**src/rtl/div_pkg.sv**
```systemverilog
// ---------------------------------------------------------------------------
// div_pkg
//   Shared definitions for the Q20.16 sequential divider (div_36_seq) and any
//   wrapper that instantiates it.
//
//   Contents:
//     WIDTH    operand/result width (two's complement)
//     FRAC     number of fractional bits
//     ITER     restoring-division iterations: WIDTH + FRAC + 1. The extra
//              iteration produces the half bit that drives rounding.
//     MAX_POS  saturation value for positive overflow / x/0 with x >= 0
//     MAX_NEG  saturation value for negative overflow / x/0 with x < 0
//     state_t  controller states
// ---------------------------------------------------------------------------
package div_pkg;

    localparam int unsigned WIDTH = 36;
    localparam int unsigned FRAC  = 16;
    localparam int unsigned ITER  = WIDTH + FRAC + 1;

    localparam logic [35:0] MAX_POS = 36'h7FFFFFFFF;
    localparam logic [35:0] MAX_NEG = 36'h800000000;

    typedef enum logic [1:0] {
        IDLE   = 2'd0,
        CALC   = 2'd1,
        FINISH = 2'd2,
        DONE   = 2'd3
    } state_t;

endpackage : div_pkg

```
**src/rtl/div_36_seq.sv**
```systemverilog
// ---------------------------------------------------------------------------
// div_36_seq
//   Sequential signed fixed-point divider, result = dataa / datab, Q20.16.
//   Restoring division producing one quotient bit per clock, then
//   round-half-away-from-zero and saturation. Fixed latency: out_valid rises
//   on the 55th clock edge counting the accepting edge as the first
//   (accept, 53 CALC edges, FINISH edge), for every operand pair.
//
//   Ports:
//     clk          clock
//     reset_n      synchronous active-low reset
//     in_valid     operands valid
//     in_ready     block can accept operands (only in IDLE)
//     dataa        dividend, Q20.16
//     datab        divisor,  Q20.16
//     out_valid    result valid, held until out_ready
//     out_ready    consumer accepts result
//     result       quotient, Q20.16 (held after the handshake)
//     div_by_zero  datab was zero; qualified by out_valid
//     overflow     quotient saturated; qualified by out_valid
// ---------------------------------------------------------------------------
module div_36_seq #(
    parameter int unsigned WIDTH = div_pkg::WIDTH,
    parameter int unsigned FRAC  = div_pkg::FRAC
) (
    input  logic             clk,
    input  logic             reset_n,
    input  logic             in_valid,
    output logic             in_ready,
    input  logic [WIDTH-1:0] dataa,
    input  logic [WIDTH-1:0] datab,
    output logic             out_valid,
    input  logic             out_ready,
    output logic [WIDTH-1:0] result,
    output logic             div_by_zero,
    output logic             overflow
);

    import div_pkg::state_t;
    import div_pkg::IDLE;
    import div_pkg::CALC;
    import div_pkg::FINISH;
    import div_pkg::DONE;

    // Derived widths
    localparam int unsigned N_ITER = WIDTH + FRAC + 1;     // quotient bits
    localparam int unsigned QW     = N_ITER;               // quotient / numerator width
    localparam int unsigned RW     = WIDTH + 1;            // remainder width
    localparam int unsigned CW     = $clog2(N_ITER);       // iteration counter width

    // Saturation values and the rounded-magnitude limits they guard
    localparam logic [WIDTH-1:0] SAT_POS = {1'b0, {(WIDTH-1){1'b1}}};
    localparam logic [WIDTH-1:0] SAT_NEG = {1'b1, {(WIDTH-1){1'b0}}};
    localparam logic [QW-1:0]    LIM_POS = {{(QW-WIDTH+1){1'b0}}, {(WIDTH-1){1'b1}}};
    localparam logic [QW-1:0]    LIM_NEG = LIM_POS + {{(QW-1){1'b0}}, 1'b1};
    localparam logic [CW-1:0]    CNT_LAST = CW'(N_ITER - 1);

    // ------------------------------------------------------------------
    // State
    // ------------------------------------------------------------------
    state_t           state_q;
    logic             sign_q;       // quotient sign
    logic             asign_q;      // dividend sign, selects x/0 saturation
    logic             zero_q;       // divisor was zero
    logic [RW-1:0]    dvs_q;        // |datab|, exact for the most negative value
    logic [QW-1:0]    num_q;        // {|dataa|, FRAC zeros, half-bit zero}, MSB first
    logic [RW-1:0]    rem_q;        // partial remainder
    logic [QW-1:0]    quo_q;        // quotient bits, last one is the half bit
    logic [CW-1:0]    cnt_q;
    logic             in_ready_q;
    logic             out_valid_q;
    logic [WIDTH-1:0] result_q;
    logic             dz_q;
    logic             ov_q;

    // ------------------------------------------------------------------
    // Operand magnitudes. Negating the most negative value wraps to itself,
    // which read as unsigned is exactly 2^(WIDTH-1).
    // ------------------------------------------------------------------
    logic [WIDTH-1:0] a_mag;
    logic [WIDTH-1:0] b_mag;

    always_comb begin
        a_mag = dataa[WIDTH-1] ? (~dataa + 1'b1) : dataa;
        b_mag = datab[WIDTH-1] ? (~datab + 1'b1) : datab;
    end

    // ------------------------------------------------------------------
    // One restoring-division step
    // ------------------------------------------------------------------
    logic [RW:0]   rem_shift;
    logic [RW:0]   dvs_ext;
    logic [RW:0]   rem_diff;
    logic          q_bit;
    logic [RW-1:0] rem_d;
    logic [QW-1:0] quo_d;
    logic [QW-1:0] num_d;

    always_comb begin
        rem_shift = {rem_q, num_q[QW-1]};
        dvs_ext   = {1'b0, dvs_q};
        rem_diff  = rem_shift - dvs_ext;
        q_bit     = (rem_shift >= dvs_ext);
        // The kept remainder is always below the divisor, so it fits in RW.
        rem_d     = RW'(q_bit ? rem_diff : rem_shift);
        quo_d     = {quo_q[QW-2:0], q_bit};
        num_d     = {num_q[QW-2:0], 1'b0};
    end

    // ------------------------------------------------------------------
    // Rounding and saturation. The quotient carries one bit below the LSB;
    // adding it to the truncated magnitude rounds half away from zero
    // because the sign is reapplied afterwards.
    // ------------------------------------------------------------------
    logic [QW-1:0]    q_round;
    logic [WIDTH-1:0] q_mag;
    logic [WIDTH-1:0] fin_res;
    logic             fin_dz;
    logic             fin_ov;

    always_comb begin
        q_round = {1'b0, quo_q[QW-1:1]} + {{(QW-1){1'b0}}, quo_q[0]};
        q_mag   = q_round[WIDTH-1:0];
        fin_dz  = 1'b0;
        fin_ov  = 1'b0;
        fin_res = sign_q ? (~q_mag + 1'b1) : q_mag;
        if (zero_q) begin
            fin_dz  = 1'b1;
            fin_res = asign_q ? SAT_NEG : SAT_POS;
        end else if (q_round > (sign_q ? LIM_NEG : LIM_POS)) begin
            fin_ov  = 1'b1;
            fin_res = sign_q ? SAT_NEG : SAT_POS;
        end
    end

    // ------------------------------------------------------------------
    // Controller and datapath registers
    // ------------------------------------------------------------------
    always_ff @(posedge clk) begin
        if (!reset_n) begin
            state_q     <= IDLE;
            sign_q      <= 1'b0;
            asign_q     <= 1'b0;
            zero_q      <= 1'b0;
            dvs_q       <= '0;
            num_q       <= '0;
            rem_q       <= '0;
            quo_q       <= '0;
            cnt_q       <= '0;
            in_ready_q  <= 1'b1;
            out_valid_q <= 1'b0;
            result_q    <= '0;
            dz_q        <= 1'b0;
            ov_q        <= 1'b0;
        end else begin
            unique case (state_q)
                IDLE: begin
                    if (in_valid && in_ready_q) begin
                        sign_q     <= dataa[WIDTH-1] ^ datab[WIDTH-1];
                        asign_q    <= dataa[WIDTH-1];
                        zero_q     <= (datab == '0);
                        dvs_q      <= {1'b0, b_mag};
                        num_q      <= {a_mag, {FRAC{1'b0}}, 1'b0};
                        rem_q      <= '0;
                        quo_q      <= '0;
                        cnt_q      <= '0;
                        in_ready_q <= 1'b0;
                        state_q    <= CALC;
                    end
                end

                // Runs the full iteration count even for a zero divisor so
                // the latency never depends on the operands.
                CALC: begin
                    rem_q <= rem_d;
                    quo_q <= quo_d;
                    num_q <= num_d;
                    cnt_q <= cnt_q + 1'b1;
                    if (cnt_q == CNT_LAST) begin
                        state_q <= FINISH;
                    end
                end

                FINISH: begin
                    result_q    <= fin_res;
                    dz_q        <= fin_dz;
                    ov_q        <= fin_ov;
                    out_valid_q <= 1'b1;
                    state_q     <= DONE;
                end

                DONE: begin
                    if (out_ready) begin
                        out_valid_q <= 1'b0;
                        in_ready_q  <= 1'b1;
                        state_q     <= IDLE;
                    end
                end

                default: begin
                    state_q <= IDLE;
                end
            endcase
        end
    end

    assign in_ready    = in_ready_q;
    assign out_valid   = out_valid_q;
    assign result      = result_q;
    assign div_by_zero = dz_q;
    assign overflow    = ov_q;

endmodule : div_36_seq

```
**config.mk**
```make
export PLATFORM = sky130hd
export DESIGN_NAME = div_36_seq
export DESIGN_NICKNAME = d
export VERILOG_FILES = /design/src/rtl/div_pkg.sv /design/src/rtl/div_36_seq.sv
export SDC_FILE = /design/constraint.sdc
export NUM_CORES = 1
export LEC_CHECK = 0
export CELL_PAD_IN_SITES_DETAIL_PLACEMENT = 2
export CELL_PAD_IN_SITES_GLOBAL_PLACEMENT = 2
export CORE_ASPECT_RATIO = 2
export CORE_MARGIN = 2
export CORE_UTILIZATION = 38
export CTS_CLUSTER_SIZE = 40
export DETAILED_ROUTE_END_ITERATION = 7
export GPL_TIMING_DRIVEN = 0
export PLACE_DENSITY_LB_ADDON = 0.1
export SLEW_MARGIN = 10
export SYNTH_ARGS = -nofsm -noshare
export SYNTH_HDL_FRONTEND = slang
export SYNTH_SLANG_ARGS = --single-unit
```
**constraint.sdc**
```tcl
create_clock -name clk -period 7.12 [get_ports clk]
set_input_delay 2.136 -clock clk [delete_from_list [all_inputs] [get_ports clk]]
set_output_delay 2.136 -clock clk [all_outputs]
set_load 0.02 [all_outputs]
```
Word level (Yosys, flattened, before mapping)
Index checks and enable logic that the tools add are counted.
{ "totals": {"regBits": 230, "word_cells": 73} }
{ "op_classes": {"n_bitwise": 4, "n_eq_ne": 7, "n_addsub": 6, "reduce_logical": 11, "mux": 29, "magnitude_cmp": 2} }
{ "ops": {"columns": ["op", "count"], "rows": [
  ["two-way mux 36 bit", 8],
  ["one-hot mux 53 bit (2 select lines)", 2],
  ["adder 36 x 1 -> 36 bit (second input constant)", 3],
  ["NOT 36 bit", 3],
  ["two-way mux 53 bit", 2],
  ["two-way mux 37 bit", 2],
  ["one-hot mux 37 bit (2 select lines)", 1],
  ["adder 52 x 1 -> 53 bit", 1],
  ["greater-than comparator 53 x 36 -> 1 bit", 1],
  [">= comparator 38 x 36 -> 1 bit", 1],
  ["subtractor 37 x 36 -> 37 bit", 1],
  ["logical NOT 36 bit", 1],
  ["one-hot mux 6 bit (2 select lines)", 1],
  ["one-hot mux 2 bit (4 select lines)", 1],
  ["adder 6 x 1 -> 6 bit (second input constant)", 1],
  ["== test 6 bit (second input constant)", 1],
  ["two-way mux 1 bit", 6],
  ["two-way mux 2 bit", 3],
  ["two-way mux 6 bit", 1],
  ["inequality test 2 bit (second input constant)", 3],
  ["AND reduction 2 bit", 3],
  ["AND reduction 3 bit", 2],
  ["nonzero test 2 bit", 3],
  ["== test 2 bit (second input constant)", 2],
  ["5 further kinds", 6]
]} }

Depth between registers and ports, before layout
Gate-level depths: netlist (run 1).
{ "logic_depth": {"depth_word": 6, "mapped_depth": 22, "mapped_depth_nobuf": 19} }

Least setup slack after synthesis (run 1)
No wires, ideal clock.
{ "synth_path": {"kind": "input -> register", "startpoint": "input port dataa[8]", "endpoint": "register num_q[50]", "stages": 9, "slack_ns": 2.580, "required_ns": 7.050, "arrival_ns": 4.470, "path_cell_list": "or4_1 > nor3_1 > nand4_1 > or4_1 > o41ai_1 > xor2_1 > o21ai_1 > nand2_1 > a21boi_1"} }
{ "synth_via": {"elab_chain_len": 5} }
{ "synth_lines": {"columns": ["element", "line_no", "rtl"], "rows": [
  ["start, declared", "div_36_seq.sv:30", "input logic [WIDTH-1:0] dataa,"],
  ["NOT 36 bit", "div_36_seq.sv:84", "a_mag = dataa[WIDTH-1] ? (~dataa + 1'b1) : dataa;"],
  ["adder 36 x 1 -> 36 bit", "div_36_seq.sv:84", null],
  ["two-way mux 36 bit", "div_36_seq.sv:84", null],
  ["two-way mux 53 bit", "div_36_seq.sv:158", "if (in_valid && in_ready_q) begin"],
  ["one-hot mux 53 bit (2 select lines)", "div_36_seq.sv:156", "unique case (state_q)"],
  ["end signal, assigned", "div_36_seq.sv:163", "num_q <= {a_mag, {FRAC{1'b0}}, 1'b0};"],
  ["end signal, assigned", "div_36_seq.sv:177", "num_q <= num_d;"],
  ["end, declared", "div_36_seq.sv:66", "logic [QW-1:0] num_q;"]
]} }
Every way passes these cells. The select of a mux whose other input is x is not followed.
A chain may end at the register's enable or synchronous reset.

Worst setup path after layout (run 1)
{ "layout_path": {"startpoint": "register quo_q[1]", "endpoint": "register result_q[31] (netlist: result[31])"} }
{ "layout_via": {"elab_chain_len": 6} }
{ "layout_lines": {"columns": ["element", "line_no", "rtl"], "rows": [
  ["start, declared", "div_36_seq.sv:68", "logic [QW-1:0] quo_q;"],
  ["start signal, assigned", "div_36_seq.sv:176", "quo_q <= quo_d;"],
  ["adder 52 x 1 -> 53 bit *", "div_36_seq.sv:122", "q_round = {1'b0, quo_q[QW-1:1]} + {{(QW-1){1'b0}}, quo_q[0]};"],
  ["NOT 36 bit", "div_36_seq.sv:126", "fin_res = sign_q ? (~q_mag + 1'b1) : q_mag;"],
  ["adder 36 x 1 -> 36 bit", "div_36_seq.sv:126", null],
  ["two-way mux 36 bit", "div_36_seq.sv:126", null],
  ["two-way mux 36 bit *", "div_36_seq.sv:130", "end else if (q_round > (sign_q ? LIM_NEG : LIM_POS)) begin"],
  ["two-way mux 36 bit *", "div_36_seq.sv:127", "if (zero_q) begin"],
  ["end signal, assigned", "div_36_seq.sv:185", "result_q <= fin_res;"],
  ["end, declared", "div_36_seq.sv:72", "logic [WIDTH-1:0] result_q;"]
]} }
Mark *: on every way between the ends. The rest lies on a longest branch, timed or not.

==> out/results.tsv, run 1 <==
stage	metric	value	unit
global_route	largest net degree at the start of global routing	37	
power	Net Sw Power	0.002046	W
floorplan	FP Rows	103	
final_layout	FF/Latch Area	4265	µm²
floorplan	Initial Utilization	38.50	%
power	Leak	7.278	nW
route	# DRC	0	
power	Gate power share	40.8	%
synthesis	fraction of the mapped netlist area in adder cells	7.031	%
synthesis	Ys Warns	0	
worst_setup_path	Data arrival, critical path	7.33	ns
final_layout	layout cells sized above 1	5.047	%
power	power per cell area	275.9	nW/µm²
synthesis	#FFs+latches synth	213	
synthesis	Synth Area in Compound Gates	24.79	%
final_layout	final instance area	17880	µm²
floorplan	core area	39560	µm²
clock_tree	H-Tree Depth	1	
sta	Fin. Hold Viols	0	
power	register share of total power	30.7	%
synthesis	largest family of logic cells by synthesized area	compound AO/OA/AOI/OAI gates	
route	Antenna Nets Post-Route	0	
route	WL final	64200	µm
sta	final setup fails	0	
power	Pint	0.002888	W
clock_tree	CTS Buf Count	23	
worst_setup_path	Worst Path Required	7.53	ns
final_layout	multi-input logic area	10140	µm²
run	maxcap violations	0	
final_layout	non-filler cells in the finished layout	2667	
worst_setup_path	CP most frequent cell	ha_1	
synthesis	Post-Synth Simple-Gate Area	23.43	%
min_path	Worst Hold Class	flip-flop to flip-flop	
route	post-DR vias/cell	5.948	
floorplan	Die Width	145.6	µm
place	Post-DP Area	17020	µm²
synthesis	Gate Count Post-Synth	1987	
synthesis	syn_area_per_cell	7.667	µm²
synthesis	Synth Cell Area	15230	µm²
worst_setup_path	Worst setup SP type	flip-flop	
sta	fin crit period	6.921	ns
power	switching portion of total power	41.47	%
synthesis	Mapped Nets	2148	
sta	Slew Limit Headroom	3.872	%
global_route	initial antenna violation count	1	
synthesis	XOR/XNOR Fraction of Synth Area	7.992	%
place	global placer's final weighted congestion	0.9048	
sta	Setup TNS	0	ns
floorplan	I/O pin count	116	
sta	final worst path period share	97.20	%
global_route	global-route wire length before repair	99510	µm
synthesis	Post-synth top cells	nand2_1, dfxtp_1, o21ai_0	
final_layout	FILL cells	4600	
final_layout	Layout area overhead	17.40	%
clock_tree	Post-CTS Setup Bufs	0	
status	status	complete, no violations	
route	wire per inst	24.07	µm
global_route	Total Routing Usage GR	29.93	%
sta	maximum clock frequency	144.5	MHz
place	IO buf count	112	
synthesis	Post-synth EDFFs	0	
clock_tree	Clock Tree Buf Depth	3	
synthesis	sequential element share of the synthesized area	27.99	%
min_path	min-delay src	num_q[50]	
worst_setup_path	WP buf/inv	3	
worst_setup_path	CP max stage cell	nor4_2	
clock_tree	CTS sink cnt	213	
synthesis	top-count cell post-synth	nand2_1	
sta	Slew Viols, Final	0	
floorplan	die area	41800	µm²
global_route	vias in the first global route	17976	
synthesis	FFs w/ async S/R, synth	0	%
place	DP HPWL	50180	µm
final_layout	# nets final	2285	
synthesis	mux cell area share after synthesis	3.244	%
worst_setup_path	R2R Path Start	quo_q[1]	
worst_setup_path	maximum fanout along the worst path	10	
sta	Layout Skew	0.01272	ns
synthesis	post-synthesis cell type count	87	
route	drt pass-1 iters	4	
clock_tree	root buffer cell	clkbuf_16	
power	Clk network pwr share	28.5	%
sta	Worst Tran Pin Value	1.406	ns
power	total design power	0.004935	W
worst_setup_path	worst setup path startpoint	quo_q[1]	
place	placed cells	2624	
worst_setup_path	WS Path Type	flip-flop to flip-flop	
synthesis	Area contributors post-synth	dfxtp_1, ha_1, nand2_1	
route	initial DRC count	467	
sta	RSZ-0062 raised after global routing	no	
clock_tree	Skew-Pair Late Insertion Delay	0.56	ns
clock_tree	Clock Pin Slew Worst Setup and Hold Paths	0.07	ns
synthesis	Synth Flop Type	dfxtp_1	
worst_setup_path	family with the most delay on the worst path	simple AND/OR/NAND/NOR gates	
synthesis	top cell type by total area after synthesis	dfxtp_1	
synthesis	share of the synthesized area in the top cell type	27.99	%
global_route	gr ovfl total	0	
worst_setup_path	CP endpoint kind	flip-flop	
worst_setup_path	ordered cell list for the critical path	ha_1 > ha_1 > buf_2 > nand3_1 > nor2_2 > nand4_4 > nor2_1 > xor2_1 > ha_1 > nand4_1 > nor4_2 > nand4_1 > a22oi_1 > o21ai_0 > nor4_2 > nand3_1 > buf_2 > clkbuf_1 > nor3_1 > o32ai_1	
worst_setup_path	CP peak stage delay	0.55	ns
clock_tree	CTS tree	built	
worst_setup_path	R2R Setup Slk	0.20	ns
final_layout	final core occ	45.20	%
power	VDD IR max	0.1852	mV
floorplan	Die Y	287.2	µm
route	vias post-DR	15863	
## cell families after synthesis
logic type,Yosys count
adders and majority gates,85
AOI/OAI and AO/OA,572
buffers and inverters,212
and+or+nand+nor,717
muxes,49
DFF,213
xor gates and xnor gates,139
## layer usage
layer,wire length [µm],part of all wire (%),track usage [%],up-vias
met5,0,0,0,-
met4,4747,7.4,20.12,0
met3,1611,2.5,2.968,216
met2,35840,56,60.83,346
met1,22000,34,27.47,7882
li1,-,-,-,7419
## cells in the final DEF (no fill, tap or decap), types with 10 or more instances in the layout
cell and n:
nand2_1 271, dfxtp_1 212, o21ai_0 169, nor2_1 140, clkdlybuf4s50_1 112, a21oi_1 99
clkbuf_1 97, xor2_1 92, ha_1 84, inv_1 83, a22oi_1 58, nand3_1 56
xnor2_1 47, mux2i_1 46, o211a_1 39, nor3_1 38, nand4_1 36, a21boi_0 30
nor2b_1 26, o31ai_1 24, a21o_1 24, or3_1 23, clkbuf_16 23, buf_2 22
nor4_1 20, o211ai_1 19, and3_1 15, a31oi_1 15, or4_1 14, a211oi_1 14
and2_1 12, o41ai_1 12, or2_2 10
## power by group through the flow
stage               registers (W)  clock network (W)  logic [W]
floorplan                 0.00152                  0    0.00123
global placement          0.00152                  0    0.00189
detailed placement        0.00153                  0    0.00198
CTS                       0.00151            0.00143    0.00201
global route              0.00153            0.00147    0.00220
finish                    0.00151            0.00141    0.00201
## registers in the layout, indices dropped and copies added (netlist names)
name,flops
div_by_zero,1
num_q,36
quo_q,53
state_q,2
dvs_q,36
in_ready,1
sign_q,1
out_valid,1
asign_q,1
zero_q,1
overflow,1
rem_q,37
cnt_q,6
result,36
## cell type report
type,instances,share of cell area [%]
Inverter,85,1.784
Clock buffer,29,3.568
Antenna cell,2,0.02799
Clock inverter,12,1.210
Tap cell,525,3.673
Buffer,127,2.925
Multi-Input combinational cell,1562,56.69
Sequential cell,213,23.85
Timing Repair Buffer,112,6.269
## metrics by stage
step / setup slack, ns / hold WS (ns)
after floorplan: 2.580 / 0.4217
after global placement: -0.06671 / 0.4316
after detailed placement: -0.1427 / 0.4566
after CTS: 0.08298 / 0.4717
after global routing: 0.09235 / 0.4903
final: 0.1992 / 0.4669
## timing repair
action / CTS / global route
setup endpoints to repair: 22 / 20
hold endpoints to repair: 0 / 0
hold buffers: 0 / 0
resized for setup: 1 / 1
## tightest hold or removal path: stages (launching register included)
cell and delay [ns]:
dfxtp_1 0.31, nand2_1 0.06, a21boi_1 0.05
## worst paths after layout
kind / cells after the start / end
hold / removal: 2 / num_q[50]
hold reg to reg: 2 / num_q[50]
setup / recovery: 20 / result[31]
setup reg to reg: 20 / result[31]
(Power assumes the default switching activity.)
==> run 2: changes to the inputs <==
ABC_CLOCK_PERIOD_IN_PS = 7120   (was unset)
SLEW_MARGIN = unset   (was 10)
==> run 2 against run 1 <==
Effect of this change:
- the flow now finishes with violations (max-capacitance violations, max-slew violations)
- final cell count is 0.15% lower
- global-route usage down 0.27 points
- die area is the same
- clock-buffer cell count did not move
- combinational power is essentially flat
==> out/results.tsv, run 2 (synthesized netlist as in run 1, its figures left out) <==
stage	metric	value	unit
final_layout	commonest non-fill, non-tap cells in the layout	nand2_1, dfxtp_1, o21ai_0	
worst_setup_path	Worst Path Required	7.53	ns
sta	Slew Limit Headroom	-0.5475	%
floorplan	I/O pin count	116	
route	Antenna Nets Post-Route	0	
sta	Fin. Hold Viols	0	
final_layout	non-filler cells in the finished layout	2663	
global_route	gr ovfl total	0	
sta	WHS	0.4630	ns
status	failing checks	max-capacitance violations, max-slew violations	
final_layout	final instance area	17740	µm²
global_route	vias in the first global route	17945	
floorplan	Die Y	287.2	µm
status	status	complete, but fails checks	
clock_tree	Skew-Pair Late Insertion Delay	0.55	ns
floorplan	core area	39560	µm²
floorplan	Initial Utilization	38.50	%
global_route	global-route wire length before repair	98490	µm
power	Leak	7.198	nW
place	placed cells	2624	
global_route	Total Routing Usage GR	29.66	%
floorplan	die area	41800	µm²
power	power per cell area	266.3	nW/µm²
place	DP HPWL	50290	µm
final_layout	leading cell type in the layout, fill and taps excluded	nand2_1	
sta	maximum clock frequency	147.4	MHz
sta	Worst Tran Pin Value	1.503	ns
final_layout	layout cells sized above 1	4.684	%
clock_tree	root buffer cell	clkbuf_16	
route	post-DR vias/cell	5.911	
sta	RSZ-0062 raised after global routing	no	
global_route	largest net degree at the start of global routing	37	
power	register share of total power	31.9	%
route	initial DRC count	574	
clock_tree	CTS Buf Count	23	
floorplan	Die Width	145.6	µm
worst_setup_path	CP peak stage delay	0.56	ns
global_route	initial antenna violation count	1	
min_path	Worst Hold Class	flip-flop to flip-flop	
worst_setup_path	ordered cell list for the critical path	ha_1 > ha_1 > buf_2 > nand3_1 > nor2_2 > nand4_4 > nor2_1 > xor2_1 > ha_1 > nand4_1 > nor4_2 > nand4_1 > a22oi_1 > o21ai_0 > nor4_2 > nand3_1 > buf_2 > clkbuf_1 > o21ai_0 > o211ai_1	
final_layout	Most flops, register	quo_q	
power	Gate power share	42.5	%
sta	final worst path period share	95.31	%
worst_setup_path	WS Path Type	flip-flop to flip-flop	
sta	fin crit period	6.786	ns
final_layout	largest registers	quo_q (53), rem_q (37)	
worst_setup_path	maximum fanout along the worst path	10	
sta	Layout Skew	0.01477	ns
place	Post-DP Area	17010	µm²
clock_tree	CTS tree	built	
route	vias post-DR	15742	
final_layout	# nets final	2285	
floorplan	FP Rows	103	
route	drt pass-1 iters	4	
sta	final setup fails	0	
power	switching portion of total power	42.45	%
route	WL final	63500	µm
power	total design power	0.004724	W
worst_setup_path	CP endpoint kind	flip-flop	
worst_setup_path	CP max stage cell	nor4_2	
power	VDD IR max	0.1949	mV
place	IO buf count	112	
clock_tree	CTS Hold Bufs	0	
power	Clk network pwr share	25.6	%
run	maxcap violations	2	
final_layout	max reg flops	53	
route	# DRC	0	
clock_tree	Clock Tree Buf Depth	3	
clock_tree	H-Tree Depth	1	
place	global placer's final weighted congestion	0.9048	
sta	Slew Viols, Final	11	
worst_setup_path	CP most frequent cell	ha_1	
final_layout	final core occ	44.84	%
worst_setup_path	Data arrival, critical path	7.19	ns
clock_tree	Clock Pin Slew Worst Setup and Hold Paths	0.07	ns
power	Pint	0.002719	W
worst_setup_path	Worst setup SP type	flip-flop	
power	Net Sw Power	0.002005	W
final_layout	Layout area overhead	16.45	%
route	wire per inst	23.84	µm
clock_tree	CTS sink cnt	213	
## run 2: worst max-delay path: cells and delay by family, from the launching register on
family                   cells  cell delay [ns]
XOR/XNOR                     1             0.41
buffers and inverters        3             0.91
flip-flops                   1             0.41
adder cells (fa/ha/maj)      3             0.80
AO/OA/AOI/OAI                4             0.80
AND/OR/NAND/NOR              9             3.28
## run 2: layout make-up
cell class | count | area [µm²]
tap | 525 | 656.9
fill | 4621 | 21820
multi-input combinational | 1562 | 10140
sequential | 213 | 4265
clock inverter | 7 | 92.59
timing repair buffer | 112 | 1121
clock buffer | 29 | 618.1
antenna | 3 | 7.507
inverter | 85 | 319.1
buffer | 127 | 523.0
## run 2: through the flow
stage | setup WS (ns) | setup TNS [ns]
global placement | -0.06671 | -0.2485
finish | 0.3337 | 0
global route | 0.07439 | 0
floorplan | 2.580 | 0
detailed placement | -0.1448 | -1.620
CTS | 0.1694 | 0
## run 2: repair_timing
item	CTS	global route
buffers inserted	0	0
setup endpoints to repair	20	20
pin swaps	0	0
gates resized for setup	1	1
## run 2: power groups by stage
stage                     registers [W]  clock network (W)  logic, W
after floorplan                 0.00152                  0   0.00123
after global routing            0.00153            0.00128   0.00220
after global placement          0.00152                  0   0.00189
after detailed placement        0.00153                  0   0.00198
after CTS                       0.00151            0.00124   0.00201
final                           0.00151            0.00121   0.00201
## run 2: metal layers
metal	global-route usage [%]	routed length (µm)	vias to the layer above	part of all wire [%]
li1	-	-	7416	-
met1	27.54	21900	7803	34
met2	60.43	35660	332	56
met3	2.317	1418	191	2.2
met4	19.83	4522	0	7.1
met5	0	0	-	0
## run 2: final timing paths
kind	startpoint	to	slack, ns	cells after the start
worst max-delay path	quo_q[0]	result[2]	0.33	20
worst min-delay path	num_q[50]	num_q[50]	0.46	2
worst max register to register	quo_q[0]	result[2]	0.33	20
worst min register to register	num_q[50]	num_q[50]	0.46	2
==> run 3: changes to the inputs <==
ABC_AREA = 1   (was unset)
CORE_UTILIZATION = 35   (was 38)
==> run 3 against run 2 <==
Effect of this change:
- the run now ends clean
- routed wire length is 24% higher
- power is 37% higher
- via count grew 25%
- clock power about the same
- synthesized area increased by 11%
- non-clock buffer count down 23
- first-iteration DRC count up 4.9%
- register-to-register slack improved by 2.1 ns
- critical path depth down 3
- sequential power increased by 3%
- critical path type is now input port to flip-flop
- largest cell class unchanged
==> out/results.tsv, run 3 <==
stage	metric	value	unit
synthesis	Synth Flop Type	dfxtp_1	
clock_tree	H-Tree Depth	1	
sta	maximum clock frequency	209.8	MHz
floorplan	Initial Utilization	35.51	%
sta	Worst Tran Pin Value	1.144	ns
synthesis	sequential element share of the synthesized area	25.28	%
floorplan	Die Y	314.5	µm
worst_setup_path	Worst Path Required	7.62	ns
final_layout	# nets final	3084	
min_path	Worst Hold Class	flip-flop to flip-flop	
sta	Fin. Hold Viols	0	
sta	Slew Viols, Final	0	
route	initial DRC count	602	
place	IO buf count	114	
final_layout	leading cell type in the layout, fill and taps excluded	nand2_1	
place	DP HPWL	65760	µm
run	maxcap violations	0	
global_route	Total Routing Usage GR	31.18	%
power	VDD IR max	0.1644	mV
global_route	initial antenna violation count	2	
final_layout	largest registers	quo_q (53), rem_q (37)	
global_route	largest net degree at the start of global routing	39	
clock_tree	Clock Pin Slew Worst Setup and Hold Paths	0.07	ns
synthesis	Post-synth EDFFs	0	
worst_setup_path	maximum fanout along the worst path	3	
sta	Slew Limit Headroom	23.47	%
final_layout	FILL cells	6069	
power	Pint	0.003112	W
synthesis	top-count cell post-synth	nand2_1	
sta	final worst path period share	66.96	%
route	Antenna Nets Post-Route	0	
min_path	min-delay src	num_q[49]	
floorplan	Die Width	159.2	µm
route	drt pass-1 iters	5	
status	status	complete, no violations	
worst_setup_path	WS Path Type	input port to flip-flop	
worst_setup_path	worst setup path startpoint	datab[0]	
final_layout	Most flops, register	quo_q	
worst_setup_path	R2R Setup Slk	2.45	ns
sta	RSZ-0062 raised after global routing	no	
route	post-DR vias/cell	5.499	
clock_tree	CTS sink cnt	213	
final_layout	final instance area	19510	µm²
power	Clk network pwr share	18.4	%
route	WL final	78750	µm
clock_tree	CTS resizes	0	
floorplan	I/O pin count	116	
route	# DRC	0	
sta	WHS	0.4691	ns
global_route	gr ovfl total	0	
route	wire per inst	22.05	µm
sta	Setup TNS	0	ns
sta	Layout Skew	0.02262	ns
synthesis	top cell type by total area after synthesis	dfxtp_1	
global_route	vias in the first global route	22404	
synthesis	syn_area_per_cell	6.057	µm²
clock_tree	Skew-Pair Late Insertion Delay	0.57	ns
sta	final setup fails	0	
synthesis	FFs w/ async S/R, synth	0	%
clock_tree	CTS Hold Bufs	0	
floorplan	core area	47510	µm²
place	global placer's final weighted congestion	0.9766	
power	switching portion of total power	51.91	%
synthesis	Area contributors post-synth	dfxtp_1, nand2_1, a21oi_1	
final_layout	layout cells sized above 1	3.609	%
synthesis	Post-synth top cells	nand2_1, nor2_1, a21oi_1	
synthesis	post-synthesis cell type count	54	
route	vias post-DR	19636	
power	Gate power share	57.5	%
sta	fin crit period	4.767	ns
synthesis	Mapped Nets	2946	
place	Post-DP Area	18800	µm²
clock_tree	root buffer cell	clkbuf_16	
power	Net Sw Power	0.003360	W
power	power per cell area	331.8	nW/µm²
floorplan	FP Rows	113	
final_layout	max reg flops	53	
synthesis	Synth Cell Area	16870	µm²
clock_tree	CTS Buf Count	22	
worst_setup_path	Data arrival, critical path	5.26	ns
clock_tree	Clock Tree Buf Depth	3	
worst_setup_path	crit path capture	dvs_q[28]	
clock_tree	CTS tree	built	
min_path	WHS Path Cells	2	
synthesis	#FFs+latches synth	213	
clock_tree	Post-CTS Setup Bufs	0	
final_layout	Layout area overhead	15.63	%
synthesis	Ys Warns	0	
global_route	global-route wire length before repair	122300	µm
worst_setup_path	R2R Path End	result[4]	
worst_setup_path	R2R Path Start	quo_q[1]	
final_layout	commonest non-fill, non-tap cells in the layout	nand2_1, nor2_1, a21oi_1	
power	Leak	8.661	nW
synthesis	Gate Count Post-Synth	2785	
worst_setup_path	Worst setup SP type	input port	
synthesis	share of the synthesized area in the top cell type	25.28	%
worst_setup_path	CP endpoint kind	flip-flop	
worst_setup_path	reg2reg path depth	29	
power	register share of total power	24.1	%
floorplan	die area	50080	µm²
run 3: worst min path at each step:
stage           endpoint  slack [ns]
2_1_floorplan  num_q[17]        0.44
3_3_place_gp   rem_q[36]        0.45
3_5_place_dp   num_q[49]        0.46
4_1_cts        num_q[49]        0.47
5_1_grt        num_q[49]        0.50
6_report       num_q[49]        0.47
run 3: final cells by class:
class,instances,area [µm²],area share (%)
well taps,632,790.8,4.054
inverters,281,1055,5.407
plain buffers,102,435.4,2.232
clock inverters,14,141.4,0.7248
diodes,2,5.005,0.02566
clock buffers,24,558.0,2.861
repair buffers,114,1141,5.849
flip-flops and latches,213,4265,21.87
multi-input cells,2189,11120,56.98
run 3: critical path, stage by stage:
cell             delay (ns)
clkdlybuf4s50_1        0.41
inv_1                  0.12
ha_1                   0.19
nand2_1                0.09
nor2_1                 0.25
nand2_1                0.12
inv_1                  0.09
nand2_1                0.07
nor2_1                 0.23
inv_1                  0.11
nor4_1                 0.36
nand2_1                0.19
o21ai_0                0.44
a21oi_1                0.12
o21ai_0                0.12
o211ai_1               0.11
inv_1                  0.09
run 3: stage by stage:
step                cells  total power, W  util (%)  setup slack [ns]
floorplan            2785        0.003903         -             3.060
finish               3571        0.006472     41.06             2.353
global route         3571        0.006924     41.06             1.969
global placement     3531        0.005070     39.58             1.886
detailed placement   3531        0.005243     39.58             1.788
CTS                  3569        0.006490     41.05             2.354
run 3: cell families after synthesis:
logic type                 Yosys count  share of synthesized area [%]
and+or+nand+nor                   1467                          37.07
xor gates and xnor gates            93                          4.828
adders and majority gates           85                          6.349
DFF                                213                          25.28
buffers and inverters              383                          8.833
AOI/OAI and AO/OA                  544                          17.64
run 3: power by group through the flow:
stage / logic [W] / registers, W / clock network, W
finish: 0.00372 / 0.00156 / 0.00119
global route: 0.00409 / 0.00158 / 0.00125
CTS: 0.00372 / 0.00156 / 0.00121
detailed placement: 0.00366 / 0.00158 / 0
global placement: 0.00351 / 0.00156 / 0
floorplan: 0.00236 / 0.00154 / 0
run 3: routing by layer:
layer / part of all wire (%) / track usage [%] / vias to the layer above
met1: 32 / 25.93 / 9611
met2: 57 / 65.43 / 396
met3: 2.0 / 2.279 / 252
met4: 9.2 / 24.92 / 0
met5: 0 / 0 / -
li1: - / - / 9377
